File: src/rtl/part4_pkg.sv
// Shared types and sizes for the part-4 matrix-vector controller.
// Row/column widths are tied to the fixed 8x8 datapath.
package part4_pkg;

  localparam int DIM       = 8;
  localparam int XW_WIDTH  = 14;
  localparam int ACC_WIDTH = 28;
  localparam int ROW_W     = 3;
  localparam int COL_W     = 3;
  localparam int K_W       = ROW_W + COL_W;

  typedef enum logic [2:0] {
    S_IDLE,
    S_LOAD_X,
    S_LOAD_W,
    S_COMPUTE,
    S_FINISH
  } ctrl_state_t;

endpackage

File: src/rtl/controller_part4.sv
// Load/issue sequencer for the part-4 datapath: routes the word stream
// into X/W memory, issues 8 rows through the 3-stage pipe, hands off results.
module controller_part4 #(
  parameter int DIM = 8
) (
  input  logic       clk,
  input  logic       rst,
  input  logic       start,
  input  logic       load_w,
  input  logic       in_valid,
  output logic       in_ready,
  output logic       out_valid,
  input  logic       out_ready,
  output logic [2:0] out_row,
  output logic       busy,
  output logic       done,
  output logic [2:0] addr_x,
  output logic       wr_en_x,
  output logic [5:0] addr_w,
  output logic       wr_en_w,
  output logic       clear_acc,
  output logic       en_acc,
  output logic       en_pipe
);

  import part4_pkg::*;

  localparam logic [K_W-1:0]   LAST_X   = K_W'(DIM - 1);
  localparam logic [K_W-1:0]   LAST_W   = K_W'(DIM * DIM - 1);
  localparam logic [ROW_W:0]   N_ROWS   = (ROW_W + 1)'(DIM);
  localparam logic [ROW_W-1:0] LAST_ROW = ROW_W'(DIM - 1);

  ctrl_state_t r_state;
  ctrl_state_t w_next;

  logic [K_W-1:0]   r_k;
  logic [ROW_W:0]   r_issue;
  logic [ROW_W-1:0] r_out_row;
  logic             r_v1;
  logic             r_v2;
  logic             r_out_valid;
  logic             r_w_loaded;
  logic             r_do_w;

  logic w_in_hs;
  logic w_out_hs;
  logic w_advance;
  logic w_issue;
  logic w_k_last;
  logic w_begin;

  assign w_in_hs  = in_valid && in_ready;
  assign w_out_hs = r_out_valid && out_ready;
  assign w_begin  = (r_state == S_IDLE) && start;
  assign w_k_last = (r_state == S_LOAD_X) ? (r_k == LAST_X)
                                          : (r_k == LAST_W);

  assign busy      = (r_state != S_IDLE);
  assign out_valid = r_out_valid;
  assign out_row   = r_out_row;

  always_comb begin
    w_next    = r_state;
    in_ready  = 1'b0;
    addr_x    = '0;
    wr_en_x   = 1'b0;
    addr_w    = '0;
    wr_en_w   = 1'b0;
    clear_acc = 1'b0;
    en_acc    = 1'b0;
    en_pipe   = 1'b0;
    done      = 1'b0;
    w_advance = 1'b0;
    w_issue   = 1'b0;
    unique case (r_state)
      S_IDLE: begin
        if (start) begin
          w_next    = S_LOAD_X;
          clear_acc = 1'b1;
        end
      end
      S_LOAD_X: begin
        in_ready = 1'b1;
        addr_x   = r_k[COL_W-1:0];
        wr_en_x  = in_valid;
        if (in_valid && w_k_last)
          w_next = r_do_w ? S_LOAD_W : S_COMPUTE;
      end
      S_LOAD_W: begin
        in_ready = 1'b1;
        addr_w   = r_k;
        wr_en_w  = in_valid;
        if (in_valid && w_k_last)
          w_next = S_COMPUTE;
      end
      S_COMPUTE: begin
        // a held result freezes the whole pipe
        w_advance = !(r_out_valid && !out_ready);
        en_pipe   = w_advance;
        w_issue   = w_advance && (r_issue < N_ROWS);
        if (w_issue)
          addr_w = {r_issue[ROW_W-1:0], COL_W'(0)};
        en_acc = w_advance && r_v2;
        if (w_out_hs && (r_out_row == LAST_ROW))
          w_next = S_FINISH;
      end
      S_FINISH: begin
        done   = 1'b1;
        w_next = S_IDLE;
      end
      default: w_next = S_IDLE;
    endcase
  end

  always_ff @(posedge clk) begin
    if (rst) begin
      r_state     <= S_IDLE;
      r_k         <= '0;
      r_issue     <= '0;
      r_out_row   <= '0;
      r_v1        <= 1'b0;
      r_v2        <= 1'b0;
      r_out_valid <= 1'b0;
      r_w_loaded  <= 1'b0;
      r_do_w      <= 1'b0;
    end else begin
      r_state <= w_next;
      if (w_begin) begin
        r_do_w      <= load_w || !r_w_loaded;
        r_k         <= '0;
        r_issue     <= '0;
        r_out_row   <= '0;
        r_v1        <= 1'b0;
        r_v2        <= 1'b0;
        r_out_valid <= 1'b0;
      end
      if (w_in_hs)
        r_k <= w_k_last ? '0 : r_k + 1'b1;
      if (w_in_hs && (r_state == S_LOAD_W) && w_k_last)
        r_w_loaded <= 1'b1;
      if (w_issue)
        r_issue <= r_issue + 1'b1;
      if (w_advance) begin
        r_v1 <= w_issue;
        r_v2 <= r_v1;
      end
      if (en_acc)
        r_out_valid <= 1'b1;
      else if (w_out_hs)
        r_out_valid <= 1'b0;
      if (w_out_hs)
        r_out_row <= r_out_row + 1'b1;
    end
  end

endmodule

File: config.mk
export PLATFORM = sky130hd
export DESIGN_NAME = controller_part4
export DESIGN_NICKNAME = d
export VERILOG_FILES = /design/src/rtl/part4_pkg.sv /design/src/rtl/controller_part4.sv
export SDC_FILE = /design/constraint.sdc
export NUM_CORES = 1
export LEC_CHECK = 0
export ABC_AREA = 1
export BUFFER_PORTS_ARGS = -buffer_cell sky130_fd_sc_hd__buf_2
export CAP_MARGIN = 20
export CORE_MARGIN = 8
export CORE_UTILIZATION = 49
export CTS_BUF_LIST = sky130_fd_sc_hd__clkbuf_2
export DETAILED_ROUTE_END_ITERATION = 10
export PLACE_DENSITY_LB_ADDON = 0.25
export SYNTH_ARGS = -nofsm -noshare
export SYNTH_HDL_FRONTEND = slang
export SYNTH_SLANG_ARGS = --single-unit
File: constraint.sdc
create_clock -name clk -period 1.31 [get_ports clk]
set_input_delay 0.1965 -clock clk [delete_from_list [all_inputs] [get_ports clk]]
set_output_delay 0.1965 -clock clk [all_outputs]
set_load 0.01 [all_outputs]
==> impl_summary.txt, run 1 <==
----------------------------------------------------
[Routing]
  Mean number of vias per cell ... between 5 and 6
  Final antenna-violating net count ... 0
  Initial DRT Pass Iterations ... 4
  Routed WL ... 3.05 mm
  Violation count after the first detailed-routing iteration ... 33
  Vias after detailed routing ... 1230
  Post-route DRC ... 0
  WL/cell ... 12.4 um

[Timing]
  Count of endpoints failing hold in the final timing report ... 0
  Setup violation total in the final timing report ... 27
  Final cycle utilization of the critical path ... 1.22
  Final Worst Setup Slack ... -288 ps
  Largest clock skew in the final design ... 14.1 ps
  Relative slew slack ... 0.771
  Actual slew at the worst max-slew pin ... 344 ps
  Post-route minimum period ... about 1600 ps
  RSZ-0062 raised after global routing ... yes
  Fmax ... 626 MHz
  Slew Limit Fails ... 0

[Yosys]
  Fraction of the mapped netlist area in simple logic gates ... 0.364
  Largest family of logic cells by synthesized area ... simple AND/OR/NAND/NOR gates
  Number of nets in the synthesized netlist ... 175
  Largest area contributor in the synthesized netlist ... sky130_fd_sc_hd__dfxtp_1
  Seq cells post-synth ... 21
  Post-synthesis cell count ... 165
  Share of synthesized area occupied by flip-flops and latches ... 0.362
  Number of warnings issued by yosys ... 0
  Syn Area/Cell ... about 7.0 um^2
  Leading post-synthesis cells by cell area ... sky130_fd_sc_hd__dfxtp_1 (36%), sky130_fd_sc_hd__nand2_1 (11%), sky130_fd_sc_hd__a21oi_1 (7.3%)
  Post-synth top area share ... 0.362
  Number of distinct standard cells referenced by the synthesized netlist ... 24
  Netlist area before placement ... 0.00116 mm^2
  Post-synthesis share of cell area spent on xor and xnor gates ... 0.0227
  Portion of netlist area occupied by mux cells ... 0
  Fraction of the mapped netlist area in compound gates ... 0.120
  Synthesized-area fraction occupied by adder cells ... 0.0431

[Floorplanning]
  Die height ... 64.7 um
  Core outline area ... 0.00223 mm^2
  Top-Level Pins ... 27
  Horizontal die dimension ... 64.7 um
  Die Outline Area ... 0.00418 mm^2
  Initial core utilization ... 0.519
  Placement row count ... 17

[Clock tree]
  Root buffer cell ... sky130_fd_sc_hd__clkbuf_2
  Clock sinks ... 21
  Clock-pin slew of the registers on the worst-case setup and hold paths ... 210 ps
  Clk buf depth ... 2
  Number of clock buffers inserted by TritonCTS ... 3
  Maximum level of the CTS H-tree ... 1
  CTS tree ... done
  Clk Latency, worst-skew pair ... between 300 and 400 ps

[Critical path]
  Cells along the critical path ... inv_2, nand2_4, nor2_4, nand2_4, inv_2, nand2_1, o21ai_1, buf_2
  Critical path fanouts, max ... 3
  Kind of cell with the highest combined delay on the critical path ... flip-flops
  Critical path type ... flip-flop to output port
  Worst path buffer plus inverter count ... 3
  Data required time of the worst path ... 1110 ps
  Crit path arrival time ... 1400 ps
  Critical Path Source Type ... flip-flop
  Critical-path top delay cell ... sky130_fd_sc_hd__dfxtp_2
  Slowest cell delay on critical path ... 390 ps
  Type of element capturing the critical path ... output port

[Placed design]
  Area of placed instances ... 0.00137 mm^2
  Final Wtd Congestion ... 0.868
  Detailed-placement wirelength estimate ... 2.15 mm
  Count of buffers inserted at the top-level ports ... 26
  Post-Place Cells ... 225

[Cells and area]
  Most frequent standard cell in the layout excluding fill and tap cells ... sky130_fd_sc_hd__nand2_1
  Diode count ... 0
  Ratio of cells with drive above 1 in the final layout ... 0.442
  Finished Layout Cells ... 245
  Post-layout nets ... 228
  Post-Layout Inst Area ... ~0.0017 mm^2
  Area growth syn-to-layout ... 46.7%
  Most frequent cells in the layout ... sky130_fd_sc_hd__nand2_1 (30), sky130_fd_sc_hd__buf_2 (24), sky130_fd_sc_hd__inv_1 (18), sky130_fd_sc_hd__buf_4 (18), sky130_fd_sc_hd__dfxtp_1 (17)

[Global route]
  Overall Global Routing Usage ... 0.139
  Initial antenna violation count ... 0
  GRT Residual Overflow ... 0
  Vias in the first global route ... 1142
  First-pass GRT wire length ... 4.79 mm
  Maximum number of pins on one net before global-route repair ... 16

[Hold path]
  Worst hold path type ... input pin to flip-flop

[Pwr]
  Overall power after layout ... 1.21 mW
  LEAKAGE ... 0.791 nW
  PwrDens ... between 700 and 800 mW/mm^2
  Worst VDD drop ... 0.635 mV

[Run status]
  Outcome ... finished, violations left
  Failing checks ... setup timing

[Job]
  Max_cap viols ... 0

----------------------------------------------------
-- where the power goes --
group          internal [mW]  switching (mW)  total, mW
Sequential             0.649          0.0143      0.663
Combinational          0.113           0.156      0.269
Clock                 0.0808           0.201      0.282
Total                  0.843           0.371       1.21
-- cells in the mapped netlist --
library cell	number
sky130_fd_sc_hd__a21boi_0	1
sky130_fd_sc_hd__a21oi_1	17
sky130_fd_sc_hd__and3_1	1
sky130_fd_sc_hd__clkbuf_1	1
sky130_fd_sc_hd__dfxtp_1	21
sky130_fd_sc_hd__ha_1	4
sky130_fd_sc_hd__inv_1	20
sky130_fd_sc_hd__inv_2	3
sky130_fd_sc_hd__inv_4	2
sky130_fd_sc_hd__nand2_1	33
sky130_fd_sc_hd__nand2_2	3
sky130_fd_sc_hd__nand2_4	3
sky130_fd_sc_hd__nand3_1	10
sky130_fd_sc_hd__nand3_2	1
sky130_fd_sc_hd__nand3_4	1
sky130_fd_sc_hd__nand4_1	2
sky130_fd_sc_hd__nor2_1	20
sky130_fd_sc_hd__nor2_2	3
sky130_fd_sc_hd__nor2_8	1
sky130_fd_sc_hd__nor3_1	5
sky130_fd_sc_hd__nor3_2	1
sky130_fd_sc_hd__o21ai_0	8
sky130_fd_sc_hd__o22ai_1	1
sky130_fd_sc_hd__xor2_1	3
-- state kept, by name, summed over array words and instances, names as in the netlist --
| signal | flops |
|---|---|
| r_k | 6 |
| r_do_w | 1 |
| r_state | 3 |
| r_issue | 4 |
| out_row | 3 |
| r_w_loaded | 1 |
| out_valid | 1 |
| r_v1 | 1 |
| r_v2 | 1 |
-- metrics by stage --
step                      hold WS (ps)  utilization  TNS, ps  worst slack, ps
after floorplan                    266            -        0             48.5
final                             84.5        0.762    -4640             -288
after detailed placement           440        0.615    -73.3            -24.7
after global placement             439        0.615    -13.2            -7.65
after CTS                         80.0        0.682    -3610             -279
after global routing              87.1        0.762    -6470             -358
-- repair_timing --
item	4_1_cts	5_1_grt
setup buffers	8	9
hold buffers	0	0
cloned	1	0
pin swaps	9	14
endpoints found under the setup margin	23	31
gates resized for setup	23	31
-- cell type report --
cell class              count  area, um^2
clock buffers               4        20.0
fillers                   159         532
inverters                  25         111
multi-input cells         119         782
flip-flops and latches     21         430
well taps                  28        35.0
repair buffers             48         323
-- final timing paths --
check                   from         end  slack, ps  cells after the start
hold reg to reg         r_v1        r_v2        480                      2
hold / removal        load_w      r_do_w         80                      3
setup / recovery  r_state[2]   addr_w[4]       -290                      8
setup reg to reg  r_state[2]  r_state[0]       -170                     11
-- logic make-up (layout without fill, tap and decap cells) --
family / after synthesis / in the layout
compound gates: 27 / 27
xor+xnor: 3 / 3
fa+ha+maj: 4 / 4
buf+inv: 26 / 77
flops: 21 / 21
simple gates: 84 / 85
-- metal layers --
layer | vias to the layer above | share of wire | track usage
met5 | - | 0 | 0
met2 | 38 | 0.47 | 0.243
met4 | 0 | 0.013 | 0.0572
met1 | 547 | 0.46 | 0.161
met3 | 4 | 0.052 | 0.0275
li1 | 641 | - | -
-- tightest hold or removal path, cell delays in order --
cell and delay [ps]:
sky130_fd_sc_hd__buf_2 80, sky130_fd_sc_hd__nor3_1 40, sky130_fd_sc_hd__nor2_1 80
(Power assumes the default switching activity.)
==> inputs of run 2 (changes only) <==
--- a/config.mk
+++ b/config.mk
@@ -12,7 +12,7 @@
 export CORE_UTILIZATION = 49
 export CTS_BUF_LIST = sky130_fd_sc_hd__clkbuf_2
 export DETAILED_ROUTE_END_ITERATION = 10
-export PLACE_DENSITY_LB_ADDON = 0.25
+export PLACE_DENSITY_LB_ADDON = 0.3
 export SYNTH_ARGS = -nofsm -noshare
 export SYNTH_HDL_FRONTEND = slang
 export SYNTH_SLANG_ARGS = --single-unit
==> run 2 against run 1 <==
The run still ends with setup timing left. Final area increased by 3.5%. Routed wire length increased by 27%. Register-to-register slack got worse by 30 ps. Setup slack improved by 16 ps. Clock-buffer cell count unchanged. Global-route usage increased by 1.7 points. Clock skew decreased by 9.7 ps. First-iteration DRC count increased to 2.7 times the previous value. Sequential power about the same. Combinational power increased by 19%. Clock power increased by 1%. Via count increased by 11%. Critical path type unchanged.
==> impl_summary.txt, run 2 (synthesized netlist as in run 1, its figures left out) <==
----------------------------------------------------
[Run status]
  Outcome ... finished, violations left
  Failing checks ... setup timing

[Critical path]
  Critical path type ... flip-flop to output port
  Slowest cell delay on critical path ... 410 ps
  Critical Path Source Type ... flip-flop
  Capture point of the worst reg-to-reg path ... r_state[0]
  Crit path from ... r_state[2]
  Depth of the worst register-to-register path ... 10
  Type of element capturing the critical path ... output port
  Setup crit end ... addr_w[5]
  Data required time of the worst path ... between 1000 and 1500 ps
  Critical-path top delay cell ... sky130_fd_sc_hd__dfxtp_4
  Cells along the critical path ... inv_4, nand2_4, nor2_4, nand2_2, inv_2, nand2_1, o21ai_1, buf_2
  Critical path fanouts, max ... 3
  Flop-to-flop setup slack ... -200 ps
  Critical R2R Launch ... r_state[2]
  Crit path arrival time ... around 1400 ps

[Timing]
  Largest clock skew in the final design ... approximately 4.3 ps
  Post-route minimum period ... 1580 ps
  Fin Setup TNS ... -4130 ps
  Relative slew slack ... 0.768
  Slew Limit Fails ... 0
  Setup violation total in the final timing report ... 26
  Fmax ... approximately 630 MHz
  RSZ-0062 raised after global routing ... yes
  Actual slew at the worst max-slew pin ... between 300 and 400 ps
  Final cycle utilization of the critical path ... 1.21
  Final Worst Setup Slack ... -273 ps
  Count of endpoints failing hold in the final timing report ... 0

[Cells and area]
  Most frequent standard cell in the layout excluding fill and tap cells ... sky130_fd_sc_hd__buf_2
  Finished Layout Cells ... about 250
  Register with the most flip-flops ... r_k
  Number of flip-flops in the largest register ... 6
  Ratio of cells with drive above 1 in the final layout ... 0.505
  Area growth syn-to-layout ... 51.9%
  Largest registers ... r_k: 6 flops, r_issue: 4 flops
  Post-layout nets ... 229
  Diode count ... 0
  Number of fill cells ... about 150
  Most frequent cells in the layout ... sky130_fd_sc_hd__buf_2 (24), sky130_fd_sc_hd__nand2_1 (23), sky130_fd_sc_hd__inv_1 (18), sky130_fd_sc_hd__buf_4 (17), sky130_fd_sc_hd__dfxtp_1 (14)

[Placed design]
  Final Wtd Congestion ... 0.833
  Post-Place Cells ... 226
  Count of buffers inserted at the top-level ports ... 26
  Worst-case setup slack after placement ... -44.0 ps
  Detailed-placement wirelength estimate ... 2.26 mm

[Floorplanning]
  Placement row count ... 17
  Die Outline Area ... 0.00418 mm^2
  Die height ... about 65 um
  Core outline area ... roughly 0.0022 mm^2
  Horizontal die dimension ... roughly 65 um
  Initial core utilization ... 0.519
  Top-Level Pins ... 27

[Global route]
  Initial antenna violation count ... 0
  First-pass GRT wire length ... 5.33 mm
  Vias in the first global route ... 1263
  Maximum number of pins on one net before global-route repair ... 16
  GRT Residual Overflow ... 0
  Overall Global Routing Usage ... 0.156

[Pwr]
  LEAKAGE ... a little over 0.8 nW
  Overall power after layout ... 1.27 mW
  PwrDens ... about 720 mW/mm^2
  Worst VDD drop ... 0.642 mV

[Routing]
  Routed WL ... 3.86 mm
  WL/cell ... 15.7 um
  Violation count after the first detailed-routing iteration ... 90
  Post-route DRC ... 0
  Final antenna-violating net count ... 0
  Initial DRT Pass Iterations ... 4
  Mean number of vias per cell ... about 5.5
  Vias after detailed routing ... 1364

[Clock tree]
  CTS tree ... done
  Clock sinks ... 21
  Clk buf depth ... 2
  Hold Buf Count CTS ... 0
  Root buffer cell ... sky130_fd_sc_hd__clkbuf_2
  Clk Latency, worst-skew pair ... 330 ps
  Number of clock buffers inserted by TritonCTS ... 3
  Clock-pin slew of the registers on the worst-case setup and hold paths ... approximately 200 ps
  Maximum level of the CTS H-tree ... 1

[Job]
  Max_cap viols ... 0

[Hold path]
  Worst hold path type ... input pin to flip-flop

----------------------------------------------------
## run 2: critical path: cells and delay by family, from the launching register on
| kind | cells | cell delay (ps) |
|---|---|---|
| AO/OA/AOI/OAI | 1 | 80 |
| flip-flops | 1 | 410 |
| AND/OR/NAND/NOR | 4 | 280 |
| buffers and inverters | 3 | 280 |
## run 2: cell type report
class,count,area [um^2],area share
tap,28,35.0,0.0199
multi-input combinational,119,816,0.463
inverter,25,116,0.0661
clock buffer,4,20.0,0.0114
timing repair buffer,49,338,0.192
sequential,21,437,0.248
## run 2: how the worst min path moves through the flow
stage	to	from	slack (ps)	cells past startpoint
after floorplan	out_valid	rst	270	1
after global placement	r_do_w	load_w	430	3
after detailed placement	r_do_w	load_w	440	3
after CTS	r_do_w	load_w	90	3
after global routing	r_do_w	load_w	130	3
final	r_do_w	load_w	130	3
## run 2: per-stage QoR
stage	hold WS (ps)	utilization	area (um^2)
after floorplan	266	-	1160
after global placement	431	0.618	1380
after detailed placement	436	0.618	1380
after CTS	93.1	0.693	1550
after global routing	126	0.789	1760
final	129	0.789	1760
## run 2: timing repair
action                     in CTS  in global routing
pin swaps                      14                 18
setup endpoints to repair      22                 31
cloned                          1                  0
setup buffers                   8                  9
resized for setup              25                 49
## run 2: report_power, final
group          internal, mW  switching (mW)  leakage (nW)
sequential            0.648          0.0149         0.174
combinational         0.134           0.187         0.615
clock                0.0808           0.206        0.0166
## run 2: per-layer routing
metal | share of wire | track usage | up-vias
li1 | - | - | 637
met1 | 0.38 | 0.167 | 643
met2 | 0.52 | 0.280 | 69
met5 | 0 | 0 | -
met3 | 0.069 | 0.0395 | 15
met4 | 0.029 | 0.0736 | 0
==> inputs of run 3 (changes only) <==
--- a/config.mk
+++ b/config.mk
@@ -16,3 +16,4 @@
 export SYNTH_ARGS = -nofsm -noshare
 export SYNTH_HDL_FRONTEND = slang
 export SYNTH_SLANG_ARGS = --single-unit
+export TNS_END_PERCENT = 5
==> run 3 against run 2 <==
The run still ends with setup timing left. Maximum frequency up 1.7%. Critical path depth is 4 lower. Final area is 12% lower. Flip-flop and latch count stayed put. Combinational power decreased by 26%. Clock skew is 5.7 ps higher. Clock power about the same. Die area unchanged. Critical endpoint is now addr_w[3].
==> impl_summary.txt, run 3 (synthesized netlist as in run 1, its figures left out) <==
----------------------------------------------------
[Critical path]
  Crit path from ... r_state[2]
  Critical path fanouts, max ... 5
  Capture point of the worst reg-to-reg path ... r_state[0]
  Flop-to-flop setup slack ... -140 ps
  Setup crit end ... addr_w[3]
  Data required time of the worst path ... 1110 ps
  Type of element capturing the critical path ... output port
  Crit path arrival time ... 1360 ps
  Critical Path Source Type ... flip-flop
  Critical path type ... flip-flop to output port
  Depth of the worst register-to-register path ... 8
  Critical R2R Launch ... out_row[0]

[Global route]
  First-pass GRT wire length ... 5.12 mm
  GRT Residual Overflow ... 0
  Overall Global Routing Usage ... 0.149
  Initial antenna violation count ... 0
  Vias in the first global route ... 1249
  Maximum number of pins on one net before global-route repair ... 16

[Timing]
  Largest clock skew in the final design ... 10.0 ps
  Relative slew slack ... 0.798
  Fin Setup TNS ... -3540 ps
  Setup violation total in the final timing report ... 25
  Final Worst Setup Slack ... -247 ps
  Post-route minimum period ... 1560 ps
  RSZ-0062 raised after global routing ... yes
  Actual slew at the worst max-slew pin ... 303 ps
  Fmax ... 642 MHz
  Final cycle utilization of the critical path ... 1.19
  Slew Limit Fails ... 0
  Count of endpoints failing hold in the final timing report ... 0

[Pwr]
  Reg power frac ... 0.560
  Worst VDD drop ... 0.609 mV
  Comb pwr share ... 0.201
  Switching fraction of total power ... 0.309
  Switch Pwr ... around 0.37 mW
  Clock network fraction of total power ... 0.239
  Cell internal pwr ... 0.819 mW
  PwrDens ... roughly 760 mW/mm^2
  LEAKAGE ... 0.743 nW

[Placed design]
  Detailed-placement wirelength estimate ... 2.26 mm
  Count of buffers inserted at the top-level ports ... 26
  Final Wtd Congestion ... 0.833
  Area of placed instances ... 0.00138 mm^2

[Routing]
  Routed WL ... roughly 3.2 mm
  WL/cell ... 13.4 um
  Vias after detailed routing ... 1205
  Post-route DRC ... 0
  Mean number of vias per cell ... 5.11
  Violation count after the first detailed-routing iteration ... roughly 80
  Final antenna-violating net count ... 0
  Initial DRT Pass Iterations ... 4

[Floorplanning]
  Top-Level Pins ... 27
  Core outline area ... 0.00223 mm^2
  Die height ... 64.7 um
  Horizontal die dimension ... 64.7 um
  Die Outline Area ... ~0.0042 mm^2
  Placement row count ... 17
  Initial core utilization ... 0.519

[Cells and area]
  Most frequent standard cell in the layout excluding fill and tap cells ... sky130_fd_sc_hd__nand2_1
  Post-layout nets ... around 220
  Post-Layout Inst Area ... 0.00155 mm^2
  Largest registers ... r_k: 6 flops, r_issue: 4 flops
  Area growth syn-to-layout ... 33.9%
  Ratio of cells with drive above 1 in the final layout ... 0.394
  Register with the most flip-flops ... r_k
  Number of flip-flops in the largest register ... 6
  Most frequent cells in the layout ... sky130_fd_sc_hd__nand2_1 (31), sky130_fd_sc_hd__buf_2 (25), sky130_fd_sc_hd__inv_1 (17), sky130_fd_sc_hd__nor2_1 (16), sky130_fd_sc_hd__a21oi_1 (15)
  Diode count ... 0
  Number of fill cells ... 186

[Run status]
  Failing checks ... setup timing
  Outcome ... finished, violations left

[Clock tree]
  CTS tree ... done
  Maximum level of the CTS H-tree ... 1
  Number of clock buffers inserted by TritonCTS ... 3
  Root buffer cell ... sky130_fd_sc_hd__clkbuf_2
  Clk Latency, worst-skew pair ... 330 ps
  Clock-pin slew of the registers on the worst-case setup and hold paths ... between 200 and 250 ps
  Clock sinks ... 21
  Clk buf depth ... 2

[Hold path]
  Worst hold path type ... input pin to flip-flop

[Job]
  Max_cap viols ... 0

----------------------------------------------------
[run 3: changes by cell type in the layout (fill, tap and decap cells not counted), sizes merged]
cell  previous run  this run
buf             49        39
[run 3: critical path, cell delays in order, from the launching register on]
cell	delay, ps
sky130_fd_sc_hd__dfxtp_4	410
sky130_fd_sc_hd__nor2_4	210
sky130_fd_sc_hd__nand2_4	100
sky130_fd_sc_hd__o22ai_1	150
sky130_fd_sc_hd__buf_2	150
[run 3: worst min-delay path by stage]
stage	from	end	slack (ps)	cells past startpoint
after global placement	load_w	r_do_w	430	3
after global routing	load_w	r_do_w	100	3
after CTS	load_w	r_do_w	90	3
after floorplan	rst	out_valid	270	1
final	load_w	r_do_w	130	3
after detailed placement	load_w	r_do_w	440	3
[run 3: repair_timing]
item / in CTS / in global routing
endpoints found under the setup margin: 22 / 31
resized for setup: 14 / 25
gates cloned: 0 / 1
pin swaps: 4 / 8
hold buffers: 0 / 0
setup buffers: 4 / 1
[run 3: power groups by stage]
| stage | combinational (mW) | clock (mW) | sequential, mW |
|---|---|---|---|
| CTS | 0.201 | 0.284 | 0.664 |
| floorplan | 0.123 | 0 | 0.674 |
| detailed placement | 0.188 | 0 | 0.673 |
| finish | 0.239 | 0.284 | 0.664 |
| global placement | 0.182 | 0 | 0.672 |
| global route | 0.259 | 0.316 | 0.666 |
[run 3: cell type report]
| cell class | count | area, um^2 | share of cell area |
|---|---|---|---|
| clock buffer | 4 | 20.0 | 0.0129 |
| inverter | 25 | 106 | 0.0685 |
| multi-input combinational | 119 | 719 | 0.463 |
| sequential | 21 | 434 | 0.280 |
| tap | 28 | 35.0 | 0.0226 |
| timing repair buffer | 39 | 238 | 0.153 |
[run 3: through the flow]
stage | setup WS (ps) | instances | power [mW] | utilization | hold WS (ps)
6_report | -247 | 236 | 1.19 | 0.695 | 126
5_1_grt | -321 | 236 | 1.24 | 0.695 | 104
4_1_cts | -250 | 234 | 1.15 | 0.657 | 93.1
3_5_place_dp | -44.0 | 226 | 0.861 | 0.618 | 436
3_3_place_gp | 36.0 | 226 | 0.854 | 0.618 | 431
2_1_floorplan | 48.5 | 165 | 0.797 | - | 266
[run 3: layer usage]
layer	track usage	part of all wire
met5	0	0
met2	0.268	0.49
met1	0.159	0.42
met3	0.0395	0.063
met4	0.0654	0.019
